===== src/rtl/adder_arbiter_pkg.sv =====
// rtl/adder_arbiter_pkg.sv - shared types and helpers for the round-robin adder arbiter
package adder_arbiter_pkg;

    typedef enum logic [1:0] {
        IDLE = 2'd0,
        EXEC = 2'd1,
        RESP = 2'd2
    } state_e;

    // Fixed 16-bit form; callers pad and slice to their counter width (CNTW <= 16).
    function automatic logic [15:0] bin2gray(input logic [15:0] bin);
        return bin ^ (bin >> 1);
    endfunction

endpackage


===== src/rtl/adder_arbiter_rr_arbiter.sv =====
// rtl/adder_arbiter_rr_arbiter.sv - combinational round-robin pick starting at ptr
module rr_arbiter #(
    parameter int NREQ = 4,
    parameter int IDW  = $clog2(NREQ)
) (
    input  logic [NREQ-1:0] req,
    input  logic [IDW-1:0]  ptr,
    input  logic            en,
    output logic [NREQ-1:0] gnt,
    output logic [IDW-1:0]  gnt_idx
);

    logic found;
    int   idx;

    always_comb begin
        found   = 1'b0;
        gnt     = '0;
        gnt_idx = '0;
        idx     = 0;
        for (int k = 0; k < NREQ; k++) begin
            idx = int'(ptr) + k;
            if (idx >= NREQ) begin
                idx = idx - NREQ;
            end
            if (!found && req[idx]) begin
                found   = 1'b1;
                gnt_idx = IDW'(idx);
            end
        end
        if (en && found) begin
            gnt[gnt_idx] = 1'b1;
        end
    end

endmodule


===== src/rtl/adder_arbiter.sv =====
// rtl/adder_arbiter.sv - shares one registered adder among NREQ requesters with round-robin grant
module adder_arbiter
    import adder_arbiter_pkg::*;
#(
    parameter int WIDTH = 8,
    parameter int NREQ  = 4,
    parameter int IDW   = $clog2(NREQ),
    parameter int CNTW  = 4
) (
    input  logic                  clk,
    input  logic                  rst_n,
    input  logic [NREQ-1:0]       req_valid,
    input  logic [NREQ*WIDTH-1:0] req_a,
    input  logic [NREQ*WIDTH-1:0] req_b,
    output logic [NREQ-1:0]       req_ready,
    output logic                  rsp_valid,
    input  logic                  rsp_ready,
    output logic [WIDTH-1:0]      rsp_sum,
    output logic                  rsp_carry,
    output logic [IDW-1:0]        rsp_id,
    output logic [CNTW-1:0]       issue_cnt_gray
);

    state_e            state_q, state_d;
    logic [IDW-1:0]    ptr_q, ptr_d;
    logic [WIDTH-1:0]  a_q, a_d;
    logic [WIDTH-1:0]  b_q, b_d;
    logic [IDW-1:0]    id_q, id_d;
    logic [WIDTH-1:0]  sum_q, sum_d;
    logic              carry_q, carry_d;
    logic [IDW-1:0]    rsp_id_q, rsp_id_d;
    logic [CNTW-1:0]   cnt_q, cnt_d;
    logic [CNTW-1:0]   gray_q, gray_d;

    logic              arb_en;
    logic [NREQ-1:0]   gnt;
    logic [IDW-1:0]    gnt_idx;
    logic              accept;
    logic [WIDTH:0]    add_full;

    rr_arbiter #(
        .NREQ (NREQ),
        .IDW  (IDW)
    ) u_rr_arbiter (
        .req     (req_valid),
        .ptr     (ptr_q),
        .en      (arb_en),
        .gnt     (gnt),
        .gnt_idx (gnt_idx)
    );

    assign accept = |(req_valid & gnt);

    always_ff @(posedge clk or negedge rst_n) begin
        if (!rst_n) begin
            state_q  <= IDLE;
            ptr_q    <= '0;
            a_q      <= '0;
            b_q      <= '0;
            id_q     <= '0;
            sum_q    <= '0;
            carry_q  <= 1'b0;
            rsp_id_q <= '0;
            cnt_q    <= '0;
            gray_q   <= '0;
        end else begin
            state_q  <= state_d;
            ptr_q    <= ptr_d;
            a_q      <= a_d;
            b_q      <= b_d;
            id_q     <= id_d;
            sum_q    <= sum_d;
            carry_q  <= carry_d;
            rsp_id_q <= rsp_id_d;
            cnt_q    <= cnt_d;
            gray_q   <= gray_d;
        end
    end

    always_comb begin
        state_d = state_q;
        case (state_q)
            IDLE:    if (accept) state_d = EXEC;
            EXEC:    state_d = RESP;
            RESP: begin
                if (rsp_ready) begin
                    state_d = accept ? EXEC : IDLE;
                end
            end
            default: state_d = IDLE;
        endcase
    end

    // Grants are only offered when the operand registers are free to be overwritten.
    always_comb begin
        arb_en    = rst_n && ((state_q == IDLE) || (state_q == RESP && rsp_ready));
        req_ready = gnt;
        rsp_valid = (state_q == RESP);
    end

    always_comb begin
        add_full = {1'b0, a_q} + {1'b0, b_q};
        ptr_d    = ptr_q;
        a_d      = a_q;
        b_d      = b_q;
        id_d     = id_q;
        sum_d    = sum_q;
        carry_d  = carry_q;
        rsp_id_d = rsp_id_q;
        cnt_d    = cnt_q;
        if (accept) begin
            a_d   = req_a[gnt_idx*WIDTH +: WIDTH];
            b_d   = req_b[gnt_idx*WIDTH +: WIDTH];
            id_d  = gnt_idx;
            ptr_d = (gnt_idx == IDW'(NREQ - 1)) ? '0 : gnt_idx + IDW'(1);
            cnt_d = cnt_q + CNTW'(1);
        end
        // Result registers load only in EXEC, so a back-to-back grant in RESP leaves the response stable.
        if (state_q == EXEC) begin
            sum_d    = add_full[WIDTH-1:0];
            carry_d  = add_full[WIDTH];
            rsp_id_d = id_q;
        end
        gray_d = CNTW'(bin2gray(16'(cnt_d)));
    end

    assign rsp_sum        = sum_q;
    assign rsp_carry      = carry_q;
    assign rsp_id         = rsp_id_q;
    assign issue_cnt_gray = gray_q;

endmodule


===== config.mk =====
export PLATFORM = sky130hd
export DESIGN_NAME = adder_arbiter
export DESIGN_NICKNAME = d
export VERILOG_FILES = /design/src/rtl/adder_arbiter_pkg.sv /design/src/rtl/adder_arbiter_rr_arbiter.sv /design/src/rtl/adder_arbiter.sv
export SDC_FILE = /design/constraint.sdc
export NUM_CORES = 1
export LEC_CHECK = 0
export ABC_AREA = 1
export BUFFER_PORTS_ARGS = -buffer_cell sky130_fd_sc_hd__buf_2
export CAP_MARGIN = 0
export CORE_MARGIN = 3
export CORE_UTILIZATION = 40
export DETAILED_ROUTE_END_ITERATION = 8
export GPL_TIMING_DRIVEN = 1
export HOLD_SLACK_MARGIN = 0.1
export PLACE_DENSITY = 0.66
export REMOVE_ABC_BUFFERS = 1
export SLEW_MARGIN = 20
export SYNTH_ARGS = -nofsm -noshare
export SYNTH_HDL_FRONTEND = slang
export SYNTH_SLANG_ARGS = --single-unit

===== constraint.sdc =====
create_clock -name clk -period 3.1 [get_ports clk]
set_clock_uncertainty 0.1 [all_clocks]
set_input_delay 0.155 -clock clk [delete_from_list [all_inputs] [get_ports clk]]
set_output_delay 0.155 -clock clk [all_outputs]
set_load 0.01 [all_outputs]

==> impl.org, run 1 <==
** Pwr
- Switching power :: 2.25 mW
- Logic pwr share :: 68.1%
- In this run the static leakage power is 2.03 nW.
- In this run switching power makes up 51.9% of total power.
- Clock network power share :: 10.1%
- Power per cell area :: 1210 nW/µm²
- The worst-case IR drop observed on VDD is 705 µV.
- Per report_power, the sequential group accounts for 21.7% of the total.
- The internal power of the cells totals 2.08 mW.

** STA
- The worst path needs 2.76 ns of the cycle, external delays included.
- The final max-slew violation count is 0.
- Relative max-transition margin :: 60.9%
- Highest clock rate :: 363 MHz
- Final hold vios :: 0
- Smallest setup slack after layout :: 0.342 ns
- Setup violations remaining at the end of the flow were counted as 0.
- Setup repair after global routing left no endpoint under its margin.
- Of the available clock period, the critical path in the final layout requires 89.0%.
- Transition time at the pin with the least slew margin :: 0.585 ns
- Post-Route Setup TNS :: 0 ns

** Synthesis
- In the synthesized netlist the async set-or-reset flop fraction comes to 100%.
- The synthesized design contains 40 register bits.
- In the synthesized netlist, the number of instances is 390.
- Post-synthesis average cell area :: 6.92 µm²
- For this run, the register share of the synthesized area comes to 37.1%.
- Summed over all instances, the cell type with the most area after synthesis is dfrtp_1.
- Count of synthesis-stage warnings from yosys :: 0
- Synth top area cells :: dfrtp_1, nand2_1, ha_1, inv_1, nand3_1
- The commonest cells after synthesis are nand2_1, dfrtp_1, inv_1.
- Of the post-synthesis cell area, the dominant cell type holds 37.1%.
- In this run, synthesis inferred 0 flip-flops with an integrated enable.
- Main synth FF type :: dfrtp_1
- Most used standard cell by instance count after synthesis :: nand2_1
- Total standard cell area after synthesis :: 2700 µm²
- Synthesis instantiated 29 different standard cells from the library.

** Setup path
- Cell mode on critical path :: nand2_1
- On the worst path, the slowest cell contributes a delay of 0.49 ns.
- The worst setup path is launched from a register.
- The slowest stage of the critical path is the dfrtp_2 cell.
- The signal on the critical path passes through inv_4 -> nand2_1 -> nand2_1 -> nand2_1 -> nand2_1 -> nand2_1 -> nand3_1 -> nand2_2 -> nor2_4 -> ha_1 -> nand4_1 -> nand3_4 -> clkinvlp_4 -> nand2_1 -> nand2_1.
- Endpoint kind of the worst setup timing path :: register
- Required time reported for the critical path endpoint :: 3.18 ns
- Maximum fanout count along the critical path :: 16
- The worst setup path is of the reg2reg kind.
- Data arrival time of the critical path :: 2.84 ns

** Placement
- Placed Area :: 3190 µm²
- The count of buffers added on input and output ports is 90.
- Routability-driven placement finished with a final weighted congestion of 0.793.
- The wire-length estimate of the detail-placed layout is 5550 µm.
- Inst Count DP :: 549
- At the placement stage, the worst setup path has a slack of -0.00823 ns.

** Finish
- After the last flow step, the layout net total stands at 588.
- Filler-free cell count of the finished design :: 584
- Antenna fix cells :: 0
- Relative to the synthesized area, the layout overhead comes to 32.7%.
- Fraction of final layout cells with drive strength greater than 1 :: 26.4%
- Post-route design area :: 3580 µm²
- After filler insertion, the fill cell instance count of the layout stands at 652.

** Clock network
- Number of sinks driven by the clock tree :: 40
- Insertion delay of the later-clocked pin in the worst-skew pair :: 0.30 ns
- Clock tree from TritonCTS :: done
- Clock Root Buffer :: clkbuf_8
- TritonCTS created 5 clock buffers.
- Clk pin slew, worst setup/hold paths :: 0.09 ns
- The H-tree was split into 2 levels.
- Maximum buffer depth of the clock tree :: 2

** Global route
- The first global-routing pass estimated 12,500 µm of wire.
- The initial antenna violation count is 0.
- The number of global-route vias before repair came to 2,861.
- Residual overflow from global routing :: 0
- Global routing used 20.5% of the available tracks across all layers.
- Largest net degree at the start of global routing :: 41

** Drt
- For this run, the detailed router's first-pass iteration total came to 4.
- Iteration-0 DRC Markers :: 118
- Total via count after detailed routing :: 2,894
- Dividing the detail-routed via count by the number of cells gives 4.96.
- Summed over all layers, the routed wires come to 7640 µm.
- In the final routed layout, each cell accounts on average for 13.1 µm.
- After detailed routing, the number of remaining DRC violations is 0.
- The detail route stage leaves a number of antenna-violating nets equal to 0.

** Outcome
- Result of the run :: finished, final reports clean

** Die
- Die Footprint :: 7770 µm²
- The die is 88.2 µm wide.
- Once the floorplan was initialized, standard cells occupied 41.8% of the core.
- Std cell rows :: 29
- The floorplan step defined a core boundary enclosing 6460 µm².
- Die H :: 88.2 µm
- Number of top-level pins :: 91

** Hold path
- Min-delay worst type :: in2reg

** Job
- The tool flagged a number of max-cap violations equal to 0.
==> power by group through the flow <==
stage	combinational, mW	clock, mW	sequential [mW]
3_3_place_gp	2.82	0	0.945
4_1_cts	2.95	0.441	0.942
5_1_grt	3.40	0.463	0.977
3_5_place_dp	2.88	0	0.950
6_report	2.95	0.437	0.941
2_1_floorplan	2.03	0	0.966
==> state kept, by name, summed over array words and instances, names as in the netlist <==
signal / cells
a_q: 8
rsp_carry: 1
rsp_sum: 8
b_q: 8
rsp_id: 2
cnt_q: 4
ptr_q: 2
state_q: 2
id_q: 2
issue_cnt_gray: 3
==> cell usage in the layout, fill, tap and decap left out, types with 7 or more instances in the layout <==
| cell | count |
|---|---|
| inv_2 | 7 |
| buf_2 | 90 |
| dlygate4sd3_1 | 26 |
| o21ai_1 | 8 |
| o21ai_0 | 19 |
| nor2_1 | 15 |
| nand2_1 | 169 |
| a21oi_1 | 16 |
| nand3_1 | 19 |
| inv_1 | 32 |
| dfrtp_1 | 39 |
| ha_1 | 10 |
==> layout make-up <==
type / instances / area [µm²] / share of cell area [%]
Timing Repair Buffer: 122 / 756 / 21.1
Clock inverter: 3 / 42.5 / 1.19
Tap cell: 77 / 96.3 / 2.69
Inverter: 41 / 160 / 4.47
Multi-Input combinational cell: 296 / 1460 / 40.7
Clock buffer: 5 / 68.8 / 1.92
Sequential cell: 40 / 1000 / 28.0
==> metrics by stage <==
stage / util [%] / hold WS [ns] / total power [mW]
floorplan: - / -0.241 / 2.99
global placement: 49.4 / 0.204 / 3.77
detailed placement: 49.4 / 0.207 / 3.83
CTS: 55.3 / 0.100 / 4.33
global route: 55.5 / 0.112 / 4.84
finish: 55.5 / 0.0989 / 4.33
==> worst paths after layout <==
path,start,endpoint,slack [ns],depth (start not counted)
max,ptr_q[0],b_q[5],0.34,15
min,req_b[3],b_q[3],0.1,5
max reg2reg,ptr_q[0],b_q[5],0.34,15
min reg2reg,id_q[0],rsp_id[0],0.38,2
max in group asynchronous,rst_n,ptr_q[0],2.09,3
min in group asynchronous,rst_n,a_q[1],0.42,3
==> timing repair <==
item / CTS / global route
hold endpoints to repair: 54 / 0
setup buffers: 1 / 0
cloned: 0 / 0
pin swaps: 1 / 1
hold buffers: 26 / 0
endpoints found under the setup margin: 14 / 14
gates resized for setup: 0 / 3
==> layer usage <==
layer  vias to the layer above  global-route usage (%)  wire [µm]
li1                       1467                       -          -
met1                      1319                    24.6       3190
met2                        85                    36.5       3890
met3                        23                    3.67        333
met4                         0                    7.55        233
met5                         -                       0          0
==> worst max-delay path: cells and delay by family (launching register included) <==
kind,cells,cell delay [ns]
DFF,1,0.49
buffers and inverters,2,0.39
adders and majority gates,1,0.17
and+or+nand+nor,12,1.50
==> kinds of logic (layout without fill, tap and decap cells) <==
family,count (synthesis),after routing,share of synthesized area [%]
AND/OR/NAND/NOR,228,228,36.3
buffers and inverters,54,171,9.22
AO/OA/AOI/OAI,53,53,10.7
flip-flops,40,40,37.1
adder cells (fa/ha/maj),11,11,5.38
XOR/XNOR,4,4,1.30
(Power assumes the default switching activity.)
==> run 2, diff against run 1 <==
--- a/config.mk
+++ b/config.mk
@@ -7,8 +7,7 @@
 export LEC_CHECK = 0
 export ABC_AREA = 1
 export BUFFER_PORTS_ARGS = -buffer_cell sky130_fd_sc_hd__buf_2
-export CAP_MARGIN = 0
-export CORE_MARGIN = 3
+export CAP_MARGIN = 10
 export CORE_UTILIZATION = 40
 export DETAILED_ROUTE_END_ITERATION = 8
 export GPL_TIMING_DRIVEN = 1
==> run 2 against run 1 <==
  * The run now ends with design-rule violations left
  * Critical path depth is the same
  * Cell count up 0.86%
  * Worst setup slack got worse by 0.072 ns
  * Utilization grew 0.66 points
  * Die area down 8.9%
  * Combinational power hardly changed
  * Critical path type unchanged
==> impl.org, run 2 (synthesis gave the netlist of run 1 again) <==
** Clock network
- Clock tree from TritonCTS :: done (unchanged)
- The number of buffers between clock root and the deepest sink came to 2 (unchanged).
- Insertion delay of the later-clocked pin in the worst-skew pair :: 0.30 ns (about the same)
- Number of sinks driven by the clock tree :: 40 (unchanged)
- The clock root buffer was clkbuf_8 (unchanged).
- The number of CTS-inserted buffers was 5 (unchanged).
- The clock-pin slew on the worst setup and hold paths is 0.08 ns (was 0.09 ns).
- The number of levels in the clock H-tree was 2 (unchanged).

** Die
- Initial Utilization :: 42.0% (was 41.8%)
- The overall die area is 7080 µm² (was 7770 µm²).
- The number of I/O pins came to 91 (unchanged).
- Die extent in x :: 84.2 µm (was 88.2 µm)
- The height of the chip came to 84.2 µm (was 88.2 µm).
- Std cell rows :: 29 (unchanged)
- Area of the core :: 6420 µm² (was 6460 µm²)

** Job
- The count of maximum capacitance violations came to 0 (unchanged).

** Drt
- Average wire length per cell after detail routing :: 12.9 µm (was 13.1 µm)
- The number of nets with antenna violations after routing came to 0 (unchanged).
- Total via count after detailed routing :: 2,860 (was 2,894)
- The total iterations of the first detailed-routing run came to 6 (was 4).
- Detailed-route vias per instance :: 4.86 (was 4.96)
- Total routed wirelength :: 7610 µm (was 7640 µm)
- The initial detailed-routing violation count was 179 (was 118).
- Number of remaining DRC errors :: 4 (was 0)

** STA
- The final setup violation count came to 0 (unchanged).
- The number of hold-slack violations in the final timing report came to 0 (unchanged).
- Number of pins with negative max-slew slack in the final report :: 0 (unchanged)
- The final hold slack came to 0.101 ns (was 0.0989 ns).
- Smallest setup slack after layout :: 0.270 ns (was 0.342 ns)
- Highest clock rate :: 353 MHz (was 363 MHz)
- The transition time at the pin with the least slew margin came to 0.620 ns (was 0.585 ns).
- The worst slew slack as a fraction of its limit came to 58.5% (was 60.9%).
- Post-Route Setup TNS :: 0 ns (unchanged)
- Final worst-path cycle share :: 91.3% (was 89.0%)
- Minimum period implied by the final worst setup slack :: 2.83 ns (was 2.76 ns)

** Pwr
- Sw Ratio :: 53.1% (was 51.9%)
- Sequential power share :: 22.4% (was 21.7%)
- The total power per unit cell area was 1170 nW/µm² (was 1210 nW/µm²).
- The internal power came to 1.98 mW (was 2.08 mW).
- Worst voltage drop across the vdd grid :: 558 µV (was 705 µV)
- Logic pwr share :: 69.5% (was 68.1%)
- The fraction of power consumed by the clock network was 8.2% (was 10.1%).
- The reported leakage power was 2.05 nW (was 2.03 nW).
- The switching power of the nets is 2.24 mW (was 2.25 mW).

** Finish
- The number of fill cells was 623 (was 652).
- Leading cell type in the layout, fill and taps excluded :: nand2_1 (unchanged)
- Signed area change from the synthesized netlist to the final layout :: 33.5% (was 32.7%)
- Most frequent cells in the layout: nand2_1, buf_2, dfrtp_1, inv_1, dlygate4sd3_1 (unchanged).
- Antenna fix cells :: 0 (unchanged)
- Fraction of final layout cells with drive strength greater than 1 :: 25.8% (was 26.4%)
- The number of nets in the layout was 594 (was 588).

** Setup path
- Endpoint kind of the worst setup timing path :: register (unchanged)
- The endpoint required time on the critical path is 3.24 ns (was 3.18 ns).
- The class of the most critical setup path is reg2reg (unchanged).
- Cell-by-cell trace of the critical path :: inv_4 -> nand2_1 -> nand3_1 -> nand2_1 -> inv_2 -> nand3_1 -> nor2_1 -> nor2_4 -> inv_2 -> ha_1 -> nand4_1 -> nand3_4 -> buf_4 -> o21ai_0 -> nand2_1 (was inv_4 -> nand2_1 -> nand2_1 -> nand2_1 -> nand2_1 -> nand2_1 -> nand3_1 -> nand2_2 -> nor2_4 -> ha_1 -> nand4_1 -> nand3_4 -> clkinvlp_4 -> nand2_1 -> nand2_1)
- Critical path's slowest cell :: dfrtp_1 (was dfrtp_2)
- The most frequent cell on the critical path is nand2_1 (unchanged).
- The kind of start point of the critical path was a register (unchanged).
- The largest fanout on the critical path came to 23 (was 16).
- Data arrival time of the critical path :: 2.97 ns (was 2.84 ns)
- Crit-path max cell delay :: 0.51 ns (was 0.49 ns)

** Outcome
- The final reports fail on design-rule violations.
- Result of the run: complete, but fails checks (was finished, final reports clean).

** Global route
- The wire length of the first global-routing pass came to 12,400 µm (was 12,500 µm).
- The final global-route overflow total is 0 (unchanged).
- The initial antenna violation count was 0 (unchanged).
- The number of global-route vias before repair is 2,731 (was 2,861).
- The maximum number of pins on one net before global-route repair was 41 (unchanged).
- Overall Global Routing Usage :: 22.1% (was 20.5%)

** Hold path
- Min-delay worst type :: in2reg (unchanged)

** Placement
- Port Buffers :: 90 (unchanged)
- Post-DP HPWL :: 5330 µm (was 5550 µm)
- Routability congestion estimate :: 0.934 (was 0.793)
- The setup slack at placement is 0.301 ns (was -0.00823 ns).
-- run 2: changes by cell type in the layout (fill, tap and decap cells not counted), sizes merged --
cell	delta
buf	+1
dlygate4sd3	+5
inv	+1
bufinv	-1
clkinvlp	-1
-- run 2: metrics by stage --
| step | util, % | total power, mW | std cells | instance area, µm² |
|---|---|---|---|---|
| floorplan | - | 2.99 | 377 | 2610 |
| global placement | 49.7 | 3.76 | 549 | 3190 |
| detailed placement | 49.7 | 3.82 | 549 | 3190 |
| CTS | 55.8 | 4.21 | 587 | 3580 |
| global route | 56.1 | 4.69 | 589 | 3610 |
| finish | 56.1 | 4.22 | 589 | 3610 |
-- run 2: repair_timing --
item                       in CTS  in global routing
hold endpoints to repair       56                  0
resized for setup               0                  1
setup endpoints to repair       0                 10
buffers inserted                0                  2
hold buffers                   31                  0
-- run 2: worst max-delay path, delay by kind of cell, from the launching register on --
kind / cells / cell delay, ns
AND/OR/NAND/NOR: 9 / 1.15
buffers and inverters: 4 / 0.66
flip-flops: 1 / 0.51
adder cells (fa/ha/maj): 1 / 0.21
AO/OA/AOI/OAI: 1 / 0.12
-- run 2: layout make-up --
| class | instances | area, µm² | share of cell area [%] |
|---|---|---|---|
| multi-input combinational | 296 | 1460 | 40.4 |
| clock buffer | 5 | 68.8 | 1.91 |
| inverter | 41 | 156 | 4.34 |
| sequential | 40 | 1000 | 27.8 |
| clock inverter | 2 | 12.5 | 0.347 |
| timing repair buffer | 128 | 813 | 22.6 |
| tap | 77 | 96.3 | 2.67 |
-- run 2: power groups by stage --
stage	clock network, mW	registers [mW]	logic [mW]
after floorplan	0	0.966	2.03
after global placement	0	0.945	2.81
after detailed placement	0	0.952	2.87
after CTS	0.355	0.943	2.92
after global routing	0.378	0.974	3.34
final	0.344	0.944	2.93
-- run 2: routing by layer --
metal / global-route usage [%] / part of all wire, %
met3: 5.21 / 5.1
met4: 6.74 / 2.2
met5: 0 / 0
met1: 26.7 / 44
met2: 39.1 / 49
-- run 2: final timing paths --
| path | end | slack [ns] | from | cells past startpoint |
|---|---|---|---|---|
| min reg2reg | rsp_sum[2] | 0.38 | rsp_sum[2] | 2 |
| max reg2reg | b_q[3] | 0.27 | ptr_q[0] | 15 |
| min | b_q[1] | 0.10 | req_b[1] | 5 |
| min in group asynchronous | a_q[1] | 0.40 | rst_n | 3 |
| max | b_q[3] | 0.27 | ptr_q[0] | 15 |
| max in group asynchronous | ptr_q[1] | 2.12 | rst_n | 3 |
==> run 3, diff against run 2 <==
--- a/config.mk
+++ b/config.mk
@@ -5,14 +5,13 @@
 export SDC_FILE = /design/constraint.sdc
 export NUM_CORES = 1
 export LEC_CHECK = 0
-export ABC_AREA = 1
 export BUFFER_PORTS_ARGS = -buffer_cell sky130_fd_sc_hd__buf_2
 export CAP_MARGIN = 10
-export CORE_UTILIZATION = 40
+export CORE_UTILIZATION = 50
 export DETAILED_ROUTE_END_ITERATION = 8
 export GPL_TIMING_DRIVEN = 1
 export HOLD_SLACK_MARGIN = 0.1
-export PLACE_DENSITY = 0.66
+export PLACE_DENSITY = 0.81
 export REMOVE_ABC_BUFFERS = 1
 export SLEW_MARGIN = 20
 export SYNTH_ARGS = -nofsm -noshare
==> run 3 against run 2 <==
  * The run now ends clean
  * Final area shrank 6.9%
  * Register-to-register slack lost 0.07 ns
  * Sequential cell count is the same
  * Fmax shrank 2.5%
  * First-iteration DRC count grew 14%
  * Worst setup slack lost 0.072 ns
  * Critical path depth shrank 7
  * Die area shrank 26%
  * Global-route usage grew 4.6 points
  * Critical endpoint is now b_q[7]
  * Sequential share of layout area grew 2.1 points
  * Non-clock buffer count shrank 5
==> impl.org, run 3 <==
** Drt
- The average via count per standard cell came to 5.46 (was 4.86).
- The initial detailed-routing violation count was 204 (was 179).
- The total iterations of the first detailed-routing run came to 6 (unchanged).
- Number of remaining DRC errors :: 0 (was 4)
- Post-detailed-route count of antenna-violating nets :: 0 (unchanged)
- Total routed wirelength :: 6630 µm (was 7610 µm)
- The final routed wire length divided by cell count was 15.1 µm (was 12.9 µm).
- Total via count after detailed routing :: 2,393 (was 2,860)

** STA
- Setup repair after global routing left no endpoint under its margin.
- Relative max-transition margin :: 52.7% (was 58.5%)
- The final hold slack came to 0.208 ns (was 0.101 ns).
- The post-route setup TNS came to 0 ns (unchanged).
- The clock period minus final worst setup slack was 2.90 ns (was 2.83 ns).
- The final setup violation count was 0 (unchanged).
- Final hold vios :: 0 (unchanged)
- The final max-slew violation count is 0 (unchanged).
- Highest clock rate :: 345 MHz (was 353 MHz)
- The transition time at the pin with the least slew margin is 0.710 ns (was 0.620 ns).
- Final worst-path cycle share :: 93.6% (was 91.3%)

** Setup path
- The endpoint of the lowest-slack register-to-register path is b_q[7] (was b_q[3]).
- Endpoint kind of the worst setup timing path :: register (unchanged)
- The data arrival time of the worst path is 2.97 ns (about the same).
- The endpoint required time on the critical path is 3.17 ns (was 3.24 ns).
- Maximum fanout count along the critical path :: 16 (was 23)
- The depth of the most critical reg-to-reg path came to 8 (was 15).
- The class of the most critical setup path was reg2reg (unchanged).
- The number of buffers and inverters on the critical path came to 2 (was 4).
- Cell-by-cell trace of the critical path: nand2b_4 -> a32o_1 -> nor2_4 -> buf_4 -> mux2_2 -> a222oi_1 -> dlygate4sd3_1 -> o21ai_1 (was inv_4 -> nand2_1 -> nand3_1 -> nand2_1 -> inv_2 -> nand3_1 -> nor2_1 -> nor2_4 -> inv_2 -> ha_1 -> nand4_1 -> nand3_4 -> buf_4 -> o21ai_0 -> nand2_1).
- Minimum setup slack among reg-to-reg paths :: 0.20 ns (was 0.27 ns)
- Dominant delay contributor by cell family on the critical path :: buffers and inverters (was simple AND/OR/NAND/NOR gates)
- Critical path's slowest cell :: dlygate4sd3_1 (was dfrtp_1)
- RR Startpoint :: ptr_q[1] (was ptr_q[0])
- Startpoint type of the worst setup path :: register (unchanged)
- Crit-path max cell delay :: 0.61 ns (was 0.51 ns)

** Clock network
- Post-cts repair resize count :: 0 (unchanged)
- The TritonCTS sink count is 40 (unchanged).
- The number of levels in the clock H-tree came to 2 (unchanged).
- Insertion delay of the later-clocked pin in the worst-skew pair :: 0.29 ns (was 0.30 ns)
- Clock tree from TritonCTS :: done (unchanged)
- The number of CTS-inserted buffers is 5 (unchanged).
- Clk pin slew, worst setup/hold paths :: 0.08 ns (about the same)
- Total of hold buffers inserted after clock tree synthesis :: 28 (was 31)
- The number of buffers between clock root and the deepest sink was 2 (unchanged).
- Clock Root Buffer :: clkbuf_8 (unchanged)
- Setup fix buffers added after clock tree synthesis :: 0 (unchanged)

** Global route
- Initial antenna violation count :: 0 (unchanged)
- The final global-route overflow total is 0 (unchanged).
- The number of global-route vias before repair is 2,334 (was 2,731).
- Overall Global Routing Usage :: 26.8% (was 22.1%)
- The maximum number of pins on one net before global-route repair came to 41 (unchanged).
- First-pass GRT wire length :: 10,800 µm (was 12,400 µm)

** Synthesis
- The number of distinct library cell variants in the gate-level netlist after synthesis is 47 (was 29).
- Main synth FF type :: dfrtp_1 (unchanged)
- The most numerous cell in the Yosys netlist is dfrtp_1 (was nand2_1).
- Number of register bits inferred by synthesis :: 40 (unchanged)
- Count of synthesis-stage warnings from yosys :: 0 (unchanged)
- Synth top area cells :: dfrtp_1, a222oi_1, nand2_1, ha_1, mux2_2 (was dfrtp_1, nand2_1, ha_1, inv_1, nand3_1)
- List of most frequent post-synthesis cells :: dfrtp_1, nand2_1, o21ai_1 (was nand2_1, dfrtp_1, inv_1)
- Proportion of synthesized chip area in sequential cells :: 40.1% (was 37.1%)
- Post-synthesis average cell area :: 9.74 µm² (was 6.92 µm²)
- The fraction of post-synthesis cell area in the top cell type by area is 40.1% (was 37.1%).
- The post-synthesis cell area came to 2490 µm² (was 2700 µm²).
- The async set or reset register ratio after synthesis came to 100% (unchanged).
- The number of enable flip-flop cells after synthesis came to 0 (unchanged).
- The biggest area consumer among synthesized cells was dfrtp_1 (unchanged).
- The number of instances in the synthesized netlist was 256 (was 390).

** Die
- Area of the core :: 4750 µm² (was 6420 µm²)
- Die Footprint :: 5270 µm² (was 7080 µm²)
- Die extent in x :: 72.6 µm (was 84.2 µm)
- Std cell rows :: 25 (was 29)
- The number of I/O pins came to 91 (unchanged).
- Die H :: 72.6 µm (was 84.2 µm)
- The effective utilization at floorplan is 52.4% (was 42.0%).

** Finish
- Most frequent cells in the layout: buf_2, dfrtp_1, nand2_1, dlygate4sd3_1, o21ai_1 (was nand2_1, buf_2, dfrtp_1, inv_1, dlygate4sd3_1).
- The number of inserted diodes came to 0 (unchanged).
- The share of cells above drive strength 1 came to 32.6% (was 25.8%).
- Leading cell type in the layout, fill and taps excluded :: buf_2 (was nand2_1)
- Signed area change from the synthesized netlist to the final layout :: 34.6% (was 33.5%)
- The number of nets in the layout came to 452 (was 594).

** Hold path
- Worst Hold End :: a_q[4] (was b_q[1])
- Number of instances on the worst hold path :: 4 (was 5)
- The launch point of the worst hold path is req_a[4] (was req_b[1]).
- The class of the most critical hold timing path was in2reg (unchanged).

** Pwr
- The total power per unit cell area was 896 nW/µm² (was 1170 nW/µm²).
- The internal power is 1.77 mW (was 1.98 mW).
- The maximum vdd drop is 556 µV (was 558 µV).
- The switching power share of the total is 41.3% (was 53.1%).
- Clock network power share :: 11.9% (was 8.2%)
- Switching power :: 1.24 mW (was 2.24 mW)
- Sequential power share :: 31.4% (was 22.4%)
- Logic pwr share :: 56.7% (was 69.5%)
- The reported leakage power came to 1.66 nW (was 2.05 nW).

** Placement
- Post-DP HPWL :: 4400 µm (was 5330 µm)
- Port Buffers :: 90 (unchanged)
- Routability congestion estimate :: 0.820 (was 0.934)

** Job
- The count of maximum capacitance violations is 0 (unchanged).

** Outcome
- Result of the run :: finished, final reports clean (was complete, but fails checks)
==> run 3: changes by cell type after synthesis, moves of 10 or more <==
| cell | delta |
|---|---|
| a21oi_1 | -10 |
| o21ai_1 | +10 |
| mux2_2 | +10 |
| a222oi_1 | +13 |
| inv_1 | -23 |
| nand3_1 | -16 |
| nand2_1 | -135 |
==> run 3: worst max path at each step <==
stage                        start           endpoint  slack [ns]  depth (start not counted)
final                     ptr_q[1]             b_q[7]        0.20                          8
after detailed placement  ptr_q[1]             b_q[5]        0.67                          9
after global placement    ptr_q[0]            id_q[0]        0.77                          8
after floorplan           ptr_q[1]  issue_cnt_gray[2]        0.22                          9
after CTS                 ptr_q[1]             a_q[1]        0.28                          8
after global routing      ptr_q[1]             a_q[1]        0.09                          8
==> run 3: power groups by stage <==
stage	Sequential, mW	Clock [mW]	Combinational, mW
after floorplan	0.962	0	1.07
after global placement	0.938	0	1.49
after detailed placement	0.953	0	1.54
after CTS	0.941	0.359	1.67
after global routing	0.983	0.380	1.89
final	0.944	0.358	1.71
==> run 3: metal layers <==
layer | vias up | global-route usage (%) | routed length, µm
li1 | 1152 | - | -
met1 | 1123 | 33.4 | 2690
met4 | 0 | 12.6 | 221
met3 | 22 | 4.28 | 306
met5 | - | 0 | 0
met2 | 96 | 45.5 | 3400
==> run 3: metrics by stage <==
stage | power (mW) | std cells | util [%] | area (µm²) | setup WS (ns)
after global placement | 2.43 | 402 | 62.8 | 2980 | 0.775
final | 3.01 | 438 | 70.6 | 3360 | 0.198
after detailed placement | 2.49 | 402 | 62.8 | 2980 | 0.674
after CTS | 2.97 | 438 | 70.6 | 3360 | 0.277
after floorplan | 2.03 | 240 | - | 2410 | 0.218
after global routing | 3.25 | 438 | 70.6 | 3360 | 0.0895
==> run 3: cells by family (layout without fill, tap and decap cells) <==
kind of cell / after synthesis / count (layout) / share of synthesized area (%)
DFF: 40 / 40 / 40.1
adders and majority gates: 11 / 11 / 5.82
AOI/OAI and AO/OA: 71 / 71 / 19.6
xor gates and xnor gates: 12 / 12 / 4.21
muxes: 27 / 27 / 11.7
buffers and inverters: 27 / 142 / 4.92
and+or+nand+nor: 68 / 68 / 13.6
==> run 3: cell type report <==
type / count / area, µm²
clock inverters: 2 / 10.0
flip-flops and latches: 40 / 1000
clock buffers: 6 / 82.6
fillers: 362 / 1400
inverters: 11 / 41.3
repair buffers: 123 / 768
multi-input cells: 189 / 1370
well taps: 67 / 83.8
==> run 3: worst reg2reg max path, cell delays in order (launching register included) <==
cell           delay (ns)
dfrtp_1              0.47
nand2b_4             0.19
a32o_1               0.31
nor2_4               0.13
buf_4                0.27
mux2_2               0.38
a222oi_1             0.27
dlygate4sd3_1        0.61
o21ai_1              0.06
